[src/rtl/otter_pkg.sv]
// otter_pkg: shared types and constants for the OTTER fetch unit.
//   pc_src_t      - encoding of the PC_SRC select from the EX stage
//   fetch_state_t - fetch FSM states
//   NOP_INSTR_DEFAULT - bubble instruction (addi x0,x0,0)
//   word_align()  - clears the two low address bits of a target
package otter_pkg;

    typedef enum logic [2:0] {
        PC_SRC_SEQ    = 3'b000,
        PC_SRC_JALR   = 3'b001,
        PC_SRC_BRANCH = 3'b010,
        PC_SRC_JAL    = 3'b011,
        PC_SRC_INTR   = 3'b100,
        PC_SRC_MRET   = 3'b101
    } pc_src_t;

    typedef enum logic [1:0] {
        StIssue,
        StWait,
        StDrain
    } fetch_state_t;

    localparam logic [31:0] NOP_INSTR_DEFAULT = 32'h0000_0013;

    function automatic logic [31:0] word_align(input logic [31:0] addr);
        return {addr[31:2], 2'b00};
    endfunction

endpackage

[src/rtl/otter_fetch_skid.sv]
// otter_fetch_skid: one-entry {pc, ir} holding buffer between instruction memory
// and the IF/ID register.
//   clk_i, rst_i     - clock, synchronous active-high reset
//   load_i           - capture pc_i/ir_i (wins over unload_i)
//   unload_i         - entry consumed by IF/ID
//   clear_i          - discard the entry (wrong path)
//   pc_i, ir_i       - entry to capture
//   valid_o, pc_o, ir_o - buffered entry
module otter_fetch_skid (
    input  logic        clk_i,
    input  logic        rst_i,
    input  logic        load_i,
    input  logic        unload_i,
    input  logic        clear_i,
    input  logic [31:0] pc_i,
    input  logic [31:0] ir_i,
    output logic        valid_o,
    output logic [31:0] pc_o,
    output logic [31:0] ir_o
);

    logic        valid_q;
    logic [31:0] pc_q;
    logic [31:0] ir_q;

    always_ff @(posedge clk_i) begin
        if (rst_i || clear_i) begin
            valid_q <= 1'b0;
        end else if (load_i) begin
            valid_q <= 1'b1;
        end else if (unload_i) begin
            valid_q <= 1'b0;
        end
    end

    // Payload needs no reset: it is only observed while valid_q is set.
    always_ff @(posedge clk_i) begin
        if (load_i) begin
            pc_q <= pc_i;
            ir_q <= ir_i;
        end
    end

    assign valid_o = valid_q;
    assign pc_o    = pc_q;
    assign ir_o    = ir_q;

endmodule

[src/rtl/otter_fetch_unit.sv]
// otter_fetch_unit: PC register, single-outstanding instruction fetch, IF/ID
// register with a one-entry skid buffer, and redirect/flush handling.
//   CLK, RST              - clock, synchronous active-high reset
//   PC_SRC, EX_VALID      - next-PC select and EX-stage qualifier
//   JALR, BRANCH, JAL     - EX-stage redirect targets
//   MTVEC, MEPC           - trap vector / trap return address
//   STALL                 - hold IF/ID
//   IMEM_REQ, IMEM_ADDR   - request pulse and fetch address
//   IMEM_VALID, IMEM_RDATA - response strobe and instruction
//   IF_ID_PC/IR/VALID     - IF/ID pipeline register
//   FLUSH                 - kill younger stages (same cycle as a redirect)
module otter_fetch_unit
    import otter_pkg::*;
#(
    parameter logic [31:0] RESET_VEC = 32'h0000_0000,
    parameter logic [31:0] NOP_INSTR = NOP_INSTR_DEFAULT
) (
    input  logic        CLK,
    input  logic        RST,
    input  logic [2:0]  PC_SRC,
    input  logic        EX_VALID,
    input  logic [31:0] JALR,
    input  logic [31:0] BRANCH,
    input  logic [31:0] JAL,
    input  logic [31:0] MTVEC,
    input  logic [31:0] MEPC,
    input  logic        STALL,
    output logic        IMEM_REQ,
    output logic [31:0] IMEM_ADDR,
    input  logic        IMEM_VALID,
    input  logic [31:0] IMEM_RDATA,
    output logic [31:0] IF_ID_PC,
    output logic [31:0] IF_ID_IR,
    output logic        IF_ID_VALID,
    output logic        FLUSH
);

    fetch_state_t state_q;
    logic [31:0]  pc_q;
    logic [31:0]  req_pc_q;
    logic [31:0]  if_id_pc_q;
    logic [31:0]  if_id_ir_q;
    logic         if_id_valid_q;

    logic         redirect;
    logic         redirect_raw;
    logic [31:0]  target_raw;
    logic [31:0]  target;
    logic         issue;
    logic         deliver;
    logic         skid_valid;
    logic [31:0]  skid_pc;
    logic [31:0]  skid_ir;
    logic         skid_load;
    logic         skid_unload;

    // Next-PC select. The interrupt code is honoured without EX_VALID; 110/111
    // fall through to sequential.
    always_comb begin
        redirect_raw = 1'b0;
        target_raw   = 32'h0;
        case (PC_SRC)
            PC_SRC_JALR: begin
                redirect_raw = EX_VALID;
                target_raw   = JALR;
            end
            PC_SRC_BRANCH: begin
                redirect_raw = EX_VALID;
                target_raw   = BRANCH;
            end
            PC_SRC_JAL: begin
                redirect_raw = EX_VALID;
                target_raw   = JAL;
            end
            PC_SRC_INTR: begin
                redirect_raw = 1'b1;
                target_raw   = MTVEC;
            end
            PC_SRC_MRET: begin
                redirect_raw = EX_VALID;
                target_raw   = MEPC;
            end
            default: ;
        endcase
    end

    assign redirect = redirect_raw & ~RST;
    assign target   = word_align(target_raw);

    // A full skid blocks new requests, which is what keeps one entry enough.
    assign issue   = (state_q == StIssue) & ~redirect & ~skid_valid & ~RST;
    assign deliver = (state_q == StWait) & IMEM_VALID & ~redirect & ~RST;

    assign skid_load   = deliver & (STALL | skid_valid);
    assign skid_unload = ~redirect & ~STALL & skid_valid;

    otter_fetch_skid u_skid (
        .clk_i    (CLK),
        .rst_i    (RST),
        .load_i   (skid_load),
        .unload_i (skid_unload),
        .clear_i  (redirect),
        .pc_i     (req_pc_q),
        .ir_i     (IMEM_RDATA),
        .valid_o  (skid_valid),
        .pc_o     (skid_pc),
        .ir_o     (skid_ir)
    );

    always_ff @(posedge CLK) begin
        if (RST) begin
            state_q       <= StIssue;
            pc_q          <= RESET_VEC;
            req_pc_q      <= 32'h0;
            if_id_pc_q    <= 32'h0;
            if_id_ir_q    <= NOP_INSTR;
            if_id_valid_q <= 1'b0;
        end else begin
            case (state_q)
                StIssue: begin
                    if (redirect) begin
                        pc_q <= target;
                    end else if (!skid_valid) begin
                        req_pc_q <= pc_q;
                        pc_q     <= pc_q + 32'd4;
                        state_q  <= StWait;
                    end
                end
                StWait: begin
                    if (redirect) begin
                        pc_q    <= target;
                        // Response still in flight must be drained first.
                        state_q <= IMEM_VALID ? StIssue : StDrain;
                    end else if (IMEM_VALID) begin
                        state_q <= StIssue;
                    end
                end
                StDrain: begin
                    if (redirect) begin
                        pc_q <= target;
                    end
                    if (IMEM_VALID) begin
                        state_q <= StIssue;
                    end
                end
                default: state_q <= StIssue;
            endcase

            if (redirect) begin
                if_id_valid_q <= 1'b0;
                if_id_ir_q    <= NOP_INSTR;
            end else if (STALL) begin
                // hold
            end else if (skid_valid) begin
                if_id_pc_q    <= skid_pc;
                if_id_ir_q    <= skid_ir;
                if_id_valid_q <= 1'b1;
            end else if (deliver) begin
                if_id_pc_q    <= req_pc_q;
                if_id_ir_q    <= IMEM_RDATA;
                if_id_valid_q <= 1'b1;
            end else begin
                if_id_valid_q <= 1'b0;
                if_id_ir_q    <= NOP_INSTR;
            end
        end
    end

    assign IMEM_REQ    = issue;
    assign IMEM_ADDR   = pc_q;
    assign FLUSH       = redirect;
    assign IF_ID_PC    = if_id_pc_q;
    assign IF_ID_IR    = if_id_ir_q;
    assign IF_ID_VALID = if_id_valid_q;

endmodule

[config.mk]
export PLATFORM = sky130hd
export DESIGN_NAME = otter_fetch_unit
export DESIGN_NICKNAME = d
export VERILOG_FILES = /design/src/rtl/otter_pkg.sv /design/src/rtl/otter_fetch_skid.sv /design/src/rtl/otter_fetch_unit.sv
export SDC_FILE = /design/constraint.sdc
export NUM_CORES = 1
export LEC_CHECK = 0
export ABC_AREA = 1
export BUFFER_PORTS_ARGS = -buffer_cell sky130_fd_sc_hd__buf_2
export CORE_ASPECT_RATIO = 1.1
export CORE_UTILIZATION = 50
export DETAILED_ROUTE_END_ITERATION = 6
export GPL_TIMING_DRIVEN = 0
export PLACE_DENSITY = 0.85
export SLEW_MARGIN = 40
export SYNTH_ARGS = -nofsm -noshare
export SYNTH_HDL_FRONTEND = slang
export SYNTH_SLANG_ARGS = --single-unit
[constraint.sdc]
create_clock -name CLK -period 5.25 [get_ports CLK]
set_input_delay 0.525 -clock CLK [delete_from_list [all_inputs] [get_ports CLK]]
set_output_delay 0.525 -clock CLK [all_outputs]
set_load 0.005 [all_outputs]
-- Yosys cells after proc, flatten, opt, wreduce, memory -nomap -nowiden
Index checks and enable logic that the tools add are counted.
- multiplexer cells: 20
- add/sub/neg operators: 1
- bitwise operators: 15
- reductions and logical operators: 12
- equal/unequal tests: 11
- operators with widths (operator ; count):
    2-to-1 mux 32 bit ; 7
    case mux 32 bit (5 select lines) ; 1
    case mux 32 bit (2 select lines) ; 1
    adder 32 x 3 -> 32 bit, second input constant ; 1
    AND 1 bit ; 10
    2-to-1 mux 2 bit ; 5
    AND reduction 3 bit ; 3
    == test 3 x 2 -> 1 bit, second input constant ; 2
    == test 3 bit, second input constant ; 2
    case mux 2 bit (3 select lines) ; 1
    nonzero test 2 bit ; 3
    2-to-1 mux 1 bit ; 4
    inequality test 2 bit, second input constant ; 2
    inverter 1 bit ; 4
    OR reduction 2 bit ; 2
    OR reduction 4 bit ; 1
    == test 3 x 1 -> 1 bit, second input constant ; 1
    inequality test 3 bit, second input constant ; 1
    == test 2 x 1 -> 1 bit, second input constant ; 1
    == test 2 bit, second input constant ; 1
    logical NOT 2 bit ; 1
    inequality test 2 x 1 -> 1 bit, second input constant ; 1
    case mux 1 bit (2 select lines) ; 1
    AND reduction 2 bit ; 1
    2 further kinds ; 2
- word-level logic and storage cells: 68
- register bits: 196
- output and inout port bits: 99
- input bits: 200

-- Logic depth before layout (Yosys ltp)
Gate-level depths: netlist of the first run.
- word-level depth: 9
- mapped depth: 13
- depth with buffers taken out: 12

-- Modules after synthesis
From an unflattened synthesis of the first run, not the netlist that was laid out.
- cells, all modules: 1400
- area total of the unflattened synthesis: 9821.9 um^2
- modules (own cells, without submodules) (module ; cells each ; sequential area each (um^2) ; instances ; area each (um^2)):
    otter_fetch_unit ; 1328 ; 2542.4 ; 1 ; 7848.8
    otter_fetch_skid ; 72 ; 1941.9 ; 1 ; 1973.1

-- Worst setup path before layout of the first run
No wires, ideal clock.
- path type: register -> register
- start: reg u_skid.valid_q, in the netlist u_skid.valid_o
- end: reg u_skid.ir_q[0], in the netlist u_skid.ir_o[0] (enable)
- setup slack: 1.062 ns
- path buffers: 3
- data arrival time: 3.706 ns
- data required time: 4.768 ns
- clock period less this slack: 4.188 ns
- library setup time: 0.482 ns
- stages on the path, launching flop included: 6
- path through: dfxtp_1 > clkbuf_1 > buf_2 > clkbuf_1 > nor2_1 > nor2_1
- cells in the longest elaborated chain, start to end: 2
- RTL lines (what ; RTL line ; RTL):
    start, declared ; otter_fetch_skid.sv:22 ; logic valid_q;
    start signal, assigned ; otter_fetch_skid.sv:28 ; valid_q <= 1'b0;
    start signal, assigned ; otter_fetch_skid.sv:30 ; valid_q <= 1'b1;
    start signal, assigned ; otter_fetch_skid.sv:32 ; valid_q <= 1'b0;
    bitwise OR 1 bit ; otter_fetch_unit.sv:94 ; assign skid_load = deliver & (STALL | skid_valid);
    AND 1 bit ; otter_fetch_unit.sv:94 ;
    via skid_load ; otter_fetch_unit.sv:54 ; logic skid_load;
    end signal, assigned ; otter_fetch_skid.sv:40 ; ir_q <= ir_i;
    end, declared ; otter_fetch_skid.sv:24 ; logic [31:0] ir_q;
The timed path passes the listed nets, and every way through them passes these cells.
A chain may end at the register's enable or synchronous reset.

-- Worst setup path after layout of the first run
- start: reg u_skid.valid_q, in the netlist u_skid.valid_o
- end: out IMEM_REQ
- cells in the longest elaborated chain, start to end: 3
- RTL lines (what ; RTL line ; RTL):
    inverter 1 bit (no source line) ; -- ;
    AND 1 bit (2 in a row) ; otter_fetch_unit.sv:91 ; assign issue = (state_q == StIssue) & ~redirect & ~skid_valid & ~RST;
    end, declared ; otter_fetch_unit.sv:28 ; output logic IMEM_REQ,
No other way between the ends.

==> results.py, run 1 <==
metrics = {
    "routing": {
        "drc": 0,
        "finalWirelength_um": 28360,
        "vias": 9485,
        "vias_per_cell": 5.350,
        "wl_per_cell_um": 15.99,
        "ant_nets": 0,
        "dr.pass1.iters": 6,
        "initialDrtViolationCount": 658,
    },
    "sta": {
        "clock_skew_ps": 13.64,
        "min_period_over_period": 0.5564,
        "setup_tns_ps": 0,
        "period_needed_ps": 2921,
        "hold_violations": 0,
        "finalSetupViolCount": 0,
        "whs_ps": 283.6,
        "drv_slew": 0,
        "rsz0062_at_grt": "false",
        "relSlewSlack": 0.5929,
        "fmax_mhz": 342.3,
        "tightestPinTransition_ps": 610.6,
    },
    "clock_network": {
        "clk_path_buf_depth": 2,
        "htree_levels": 4,
        "post_cts_buffers": 0,
        "numClockSinks": 188,
        "insertion_delay_ps": 440,
        "clkTransAtPathRegs_ps": 70,
        "cts_buffers": 17,
        "cts_tree": "built",
        "clockRootBuffer": "clkbuf_16",
        "cts_resized": 0,
        "holdBufCountCts": 0,
    },
    "worst_setup_path": {
        "worstSetupEndpointType": "primary output",
        "reg2reg_slack_ps": 2510,
        "path_max_fanout": 10,
        "start_kind": "flop",
        "cp.required_ps": 4720,
        "critPathKind": "reg -> out",
        "rr_endpoint": "u_skid.ir_o[26]",
        "r2r_start": "u_skid.valid_o",
        "reg2regPathDepth": 7,
        "crit_arrival_ps": 2400,
    },
    "synthesis": {
        "yosys.area.top_type": "dfxtp_1",
        "synth_top_area_share": 0.2788,
        "synth-edff-count": 62,
        "yosys_warnings": 0,
        "synth.distinct_cells": 43,
        "yosysMostFrequentCell": "nand2_1",
        "postSynthCellCount": 1209,
        "ys_seq_elements": 188,
        "synth_area_per_cell_sq_um": 7.484,
        "synthTopCellsByCount": "275 x nand2_1, 173 x o21ai_0, 149 x nor2_1, 127 x a21oi_1, 126 x dfxtp_1",
        "synth.cell_area_sq_um": 9049,
        "yosysSeqAreaShare": 0.4845,
        "synth-main-ff-cell": "dfxtp_1",
        "synthArstFlopShare": 0,
        "synth_area_leaders": "dfxtp_1 28%, edfxtp_1 21%, nand2_1 11%",
    },
    "floorplanning": {
        "row_count": 51,
        "fp.dieH_um": 143.1,
        "core_area_sq_um": 17740,
        "die_w_um": 130.3,
        "start_util": 0.5101,
        "die_area_sq_um": 18640,
        "ios": 299,
    },
    "cells_and_area": {
        "stdcell_count": 1773,
        "drive_gt1_frac": 0.2412,
        "final_nets": 1722,
        "area.sequential_sq_um": 4384,
        "area_growth_pct": 26.76,
        "multiInputGateArea_sq_um": 3980,
        "n_fill_cell": 1567,
    },
    "global_routing": {
        "grt_pass1_vias": 8602,
        "track_usage": 0.2991,
        "grt_start_max_net_pins": 21,
        "antenna_found_initial": 7,
        "gr-total-overflow": 0,
        "grt_pass1_wl_um": 42680,
    },
    "flow_run": {
        "cap_violations": 0,
    },
    "power": {
        "p_per_area_nw_per_um2": 315.7,
        "peakVddDrop_v": 0.0002251,
        "p_total_uw": 3621,
        "p_leak_uw": 0.005105,
    },
    "status": {
        "status": "finished, final reports clean",
    },
    "worst_hold_path": {
        "hold_start": "IMEM_RDATA[16]",
        "whs_path_depth": 1,
        "hold_class": "in -> reg",
        "holdPathEnd": "u_skid.ir_o[16]",
    },
    "place": {
        "dpl.hpwl_um": 22270,
        "place_congestion": 1.018,
        "port_buffers": 283,
        "placed_cells": 1736,
    },
}
critical path, cell delays in order (launching register included):
cell	delay, ps
dfxtp_1	300
clkbuf_1	200
inv_1	130
clkbuf_1	440
nand3_2	330
inv_1	240
nand2_1	140
inv_1	80
buf_2	100
cell families after synthesis:
kind of cell | after synthesis | synth area share
compound gates | 324 | 0.1867
other cells | 1 | 0.0004144
flops | 188 | 0.4845
buf+inv | 167 | 0.07771
fa+ha+maj | 5 | 0.006914
xor+xnor | 7 | 0.006776
simple gates | 517 | 0.2370
sequential cells by signal, indices dropped and copies added, names as in the netlist:
name and count:
u_skid.ir_o 32, IF_ID_IR 32, req_pc_q 30, IF_ID_PC 30
IF_ID_VALID 1, state_q 2, u_skid.valid_o 1, IMEM_ADDR 30
u_skid.pc_o 30
final cells by class:
cell class / instances / share of cell area
inverters: 97 / 0.03174
repair buffers: 286 / 0.1296
flip-flops and latches: 188 / 0.3822
diodes: 5 / 0.001091
well taps: 238 / 0.02596
multi-input cells: 857 / 0.3470
plain buffers: 70 / 0.02956
clock inverters: 15 / 0.01571
clock buffers: 17 / 0.03709
worst max path at each step:
stage	startpoint	end
final	u_skid.valid_o	IMEM_REQ
after global routing	u_skid.valid_o	IMEM_REQ
after CTS	u_skid.valid_o	IMEM_REQ
after detailed placement	u_skid.valid_o	u_skid.ir_o[26]
after global placement	u_skid.valid_o	u_skid.pc_o[2]
after floorplan	u_skid.valid_o	u_skid.ir_o[0]
through the flow:
| stage | setup WS, ps | cell area, sq um | util |
|---|---|---|---|
| 2_1_floorplan | 1062 | 9060 | - |
| 3_3_place_gp | -419.0 | 10770 | 0.6073 |
| 3_5_place_dp | 2517 | 10850 | 0.6117 |
| 4_1_cts | 2300 | 11460 | 0.6459 |
| 5_1_grt | 2130 | 11470 | 0.6464 |
| 6_report | 2329 | 11470 | 0.6466 |
power by group:
group	internal (uW)	leakage, uW	switching (uW)
clock	682	0.000288	608
sequential	1610	0.00160	96.4
combinational	246	0.00322	382
layout by cell type (no fill, tap or decap), types with 5 or more instances in the layout:
| cell | count |
|---|---|
| edfxtp_1 | 62 |
| nor2_1 | 148 |
| diode_2 | 5 |
| buf_4 | 10 |
| buf_2 | 300 |
| clkbuf_16 | 17 |
| inv_1 | 89 |
| ha_1 | 5 |
| inv_8 | 5 |
| a21oi_1 | 127 |
| nand3_1 | 57 |
| nand3b_1 | 6 |
| a22oi_1 | 6 |
| nand2_1 | 275 |
| o21ai_0 | 173 |
| clkbuf_1 | 35 |
| nor3_1 | 5 |
| nand4_1 | 12 |
| dfxtp_1 | 126 |
| inv_2 | 7 |
layer usage:
layer  wire (um)  global-route usage  up-vias  share of wire
met2       14230              0.5462      502           0.50
met5          13                   0        -        0.00046
met3        2206             0.05807       99          0.078
li1            -                   -     4637              -
met1       10600              0.3219     4245           0.37
met4        1304              0.1591        2          0.046
Note: power is estimated with default switching activity, not from simulation.
==> run 2: changes to the inputs <==
Settings changed: CORE_UTILIZATION 50 to 46, PLACE_DENSITY 0.85 to 0.83.
Clock period 5.25 ns to 2.4 ns, I/O delays scaled along.
==> run 2 against run 1 <==
  * Sequential cell count is the same
  * Routed wire length up 8.5%
  * Via count rose by 2.2%
  * Die area increased by 8.6%
  * Sequential power is 120% higher
  * Largest cell class unchanged
  * Highest routed layer unchanged
==> results.py, run 2 (synthesized netlist as in run 1, its figures left out) <==
metrics = {
    "cells_and_area": {
        "final_common_cell": "buf_2",
        "final_cell_mix": "300 x buf_2, 275 x nand2_1, 173 x o21ai_0",
        "area_growth_pct": 31.06,
        "final_nets": 1757,
        "drive_gt1_frac": 0.2409,
        "final_core_util": 0.6188,
    },
    "place": {
        "dpl.hpwl_um": 22980,
        "port_buffers": 283,
        "place_congestion": 1.009,
    },
    "sta": {
        "tightestPinTransition_ps": 711.4,
        "drv_slew": 0,
        "hold_violations": 0,
        "finalSetupViolCount": 0,
        "period_needed_ps": 2211,
        "rsz0062_at_grt": "false",
        "clock_skew_ps": 11.15,
        "whs_ps": 140.9,
        "relSlewSlack": 0.5258,
        "fmax_mhz": 452.4,
        "setup_tns_ps": 0,
        "min_period_over_period": 0.9211,
    },
    "worst_setup_path": {
        "crit_arrival_ps": 2550,
        "path_max_fanout": 6,
        "cp.required_ps": 2740,
        "cpMostUsedCell": "nor2_1",
        "cp_num_buf_inv": 0,
        "cpPeakStageDelay_ps": 560,
        "critPathKind": "reg -> reg",
        "worstSetupEndpointType": "flop",
        "critPathSlowestCell": "nor3_1",
        "crit_family": "simple AND/OR/NAND/NOR gates",
        "crit_chain": "ha_1 > nand2_1 > nor2_1 > nand3_1 > nor3_1 > nand2_1 > nand2_1 > nor2_1 > nor2_1 > nor2_1",
        "start_kind": "flop",
    },
    "worst_hold_path": {
        "hold_class": "in -> reg",
    },
    "global_routing": {
        "grt_start_max_net_pins": 23,
        "grt.busiest_layer": "met2",
        "grt_pass1_vias": 9169,
        "gr-total-overflow": 0,
        "antenna_found_initial": 9,
        "use_met2": 0.5503,
        "grt_pass1_wl_um": 47040,
        "track_usage": 0.3046,
        "met3_usage": 0.06728,
        "grtUsageMet1": 0.3348,
    },
    "power": {
        "p_per_area_nw_per_um2": 679.9,
        "p_leak_uw": 0.005280,
        "peakVddDrop_v": 0.0005854,
    },
    "routing": {
        "initialDrtViolationCount": 818,
        "wl_per_cell_um": 16.93,
        "dr.pass1.iters": 5,
        "vias": 9689,
        "vias_per_cell": 5.332,
        "finalWirelength_um": 30750,
        "drc": 0,
        "ant_nets": 0,
    },
    "floorplanning": {
        "fp.dieH_um": 149.1,
        "die_w_um": 135.7,
        "start_util": 0.4722,
        "core_area_sq_um": 19160,
        "row_count": 53,
        "die_area_sq_um": 20240,
        "ios": 299,
    },
    "clock_network": {
        "insertion_delay_ps": 450,
        "cts_tree": "built",
        "clk_path_buf_depth": 2,
        "clockRootBuffer": "clkbuf_16",
        "htree_levels": 4,
        "clkTransAtPathRegs_ps": 80,
        "cts_buffers": 17,
        "numClockSinks": 188,
    },
    "status": {
        "status": "finished, final reports clean",
    },
    "flow_run": {
        "cap_violations": 0,
    },
}
-- run 2: cell types whose count changed in the layout (fill, tap and decap cells not counted), sizes merged --
cell / previous run / this run
clkinv: 6 / 7
clkinvlp: 3 / 1
bufinv: 1 / 0
clkbuf: 54 / 52
dlygate4sd3: 0 / 32
inv: 102 / 104
buf: 319 / 324
-- run 2: what timing repair did --
action                                  CTS  global route
pin swaps                                 1             0
hold buffers                             32             0
hold endpoints to repair                 32             0
endpoints found under the setup margin   50            24
resized for setup                         0             2
setup buffers                             3             2
-- run 2: cell type report --
class	instances	area, sq um
buffer	68	332.8
sequential	188	4385
tap	247	309.0
fill	1659	7306
timing repair buffer	323	1844
antenna	5	12.51
clock inverter	15	201.4
clock buffer	17	425.4
inverter	97	367.9
multi-input combinational	857	3980
-- run 2: report_power, final --
group / internal (uW) / total, uW / leakage (uW) / switching, uW
combinational: 575 / 1430 / 0.00338 / 858
sequential: 3510 / 3730 / 0.00160 / 218
clock: 1450 / 2900 / 0.000303 / 1450
-- run 2: path summary, 6_finish.rpt --
check,startpoint,to,slack [ps],depth (start not counted)
max,IMEM_ADDR[2],IMEM_ADDR[20],190,10
min,MTVEC[14],IMEM_ADDR[14],140,5
max reg2reg,IMEM_ADDR[2],IMEM_ADDR[20],190,10
min reg2reg,req_pc_q[26],u_skid.pc_o[26],430,0
-- run 2: worst register-to-register path: stages, from the launching register on --
cell	delay [ps]
dfxtp_1	440
ha_1	230
nand2_1	80
nor2_1	240
nand3_1	200
nor3_1	560
nand2_1	100
nand2_1	90
nor2_1	40
nor2_1	80
nor2_1	40
-- run 2: routing by layer --
layer	vias to the layer above	wire, um	share of wire
met3	98	2750	0.089
met2	533	15580	0.51
met4	2	1200	0.039
met1	4351	11200	0.36
met5	-	13	0.00042
li1	4705	-	-
-- run 2: per-stage QoR --
stage / worst slack [ps] / instances / total power, uW / area (sq um)
3_5_place_dp: -268.4 / 1745 / 5142 / 10860
2_1_floorplan: 56.71 / 1212 / 4517 / 9069
6_report: 189.5 / 1817 / 8063 / 11860
3_3_place_gp: -757.5 / 1742 / 5095 / 10790
4_1_cts: -176.2 / 1811 / 8070 / 11830
5_1_grt: 54.87 / 1814 / 8432 / 11850
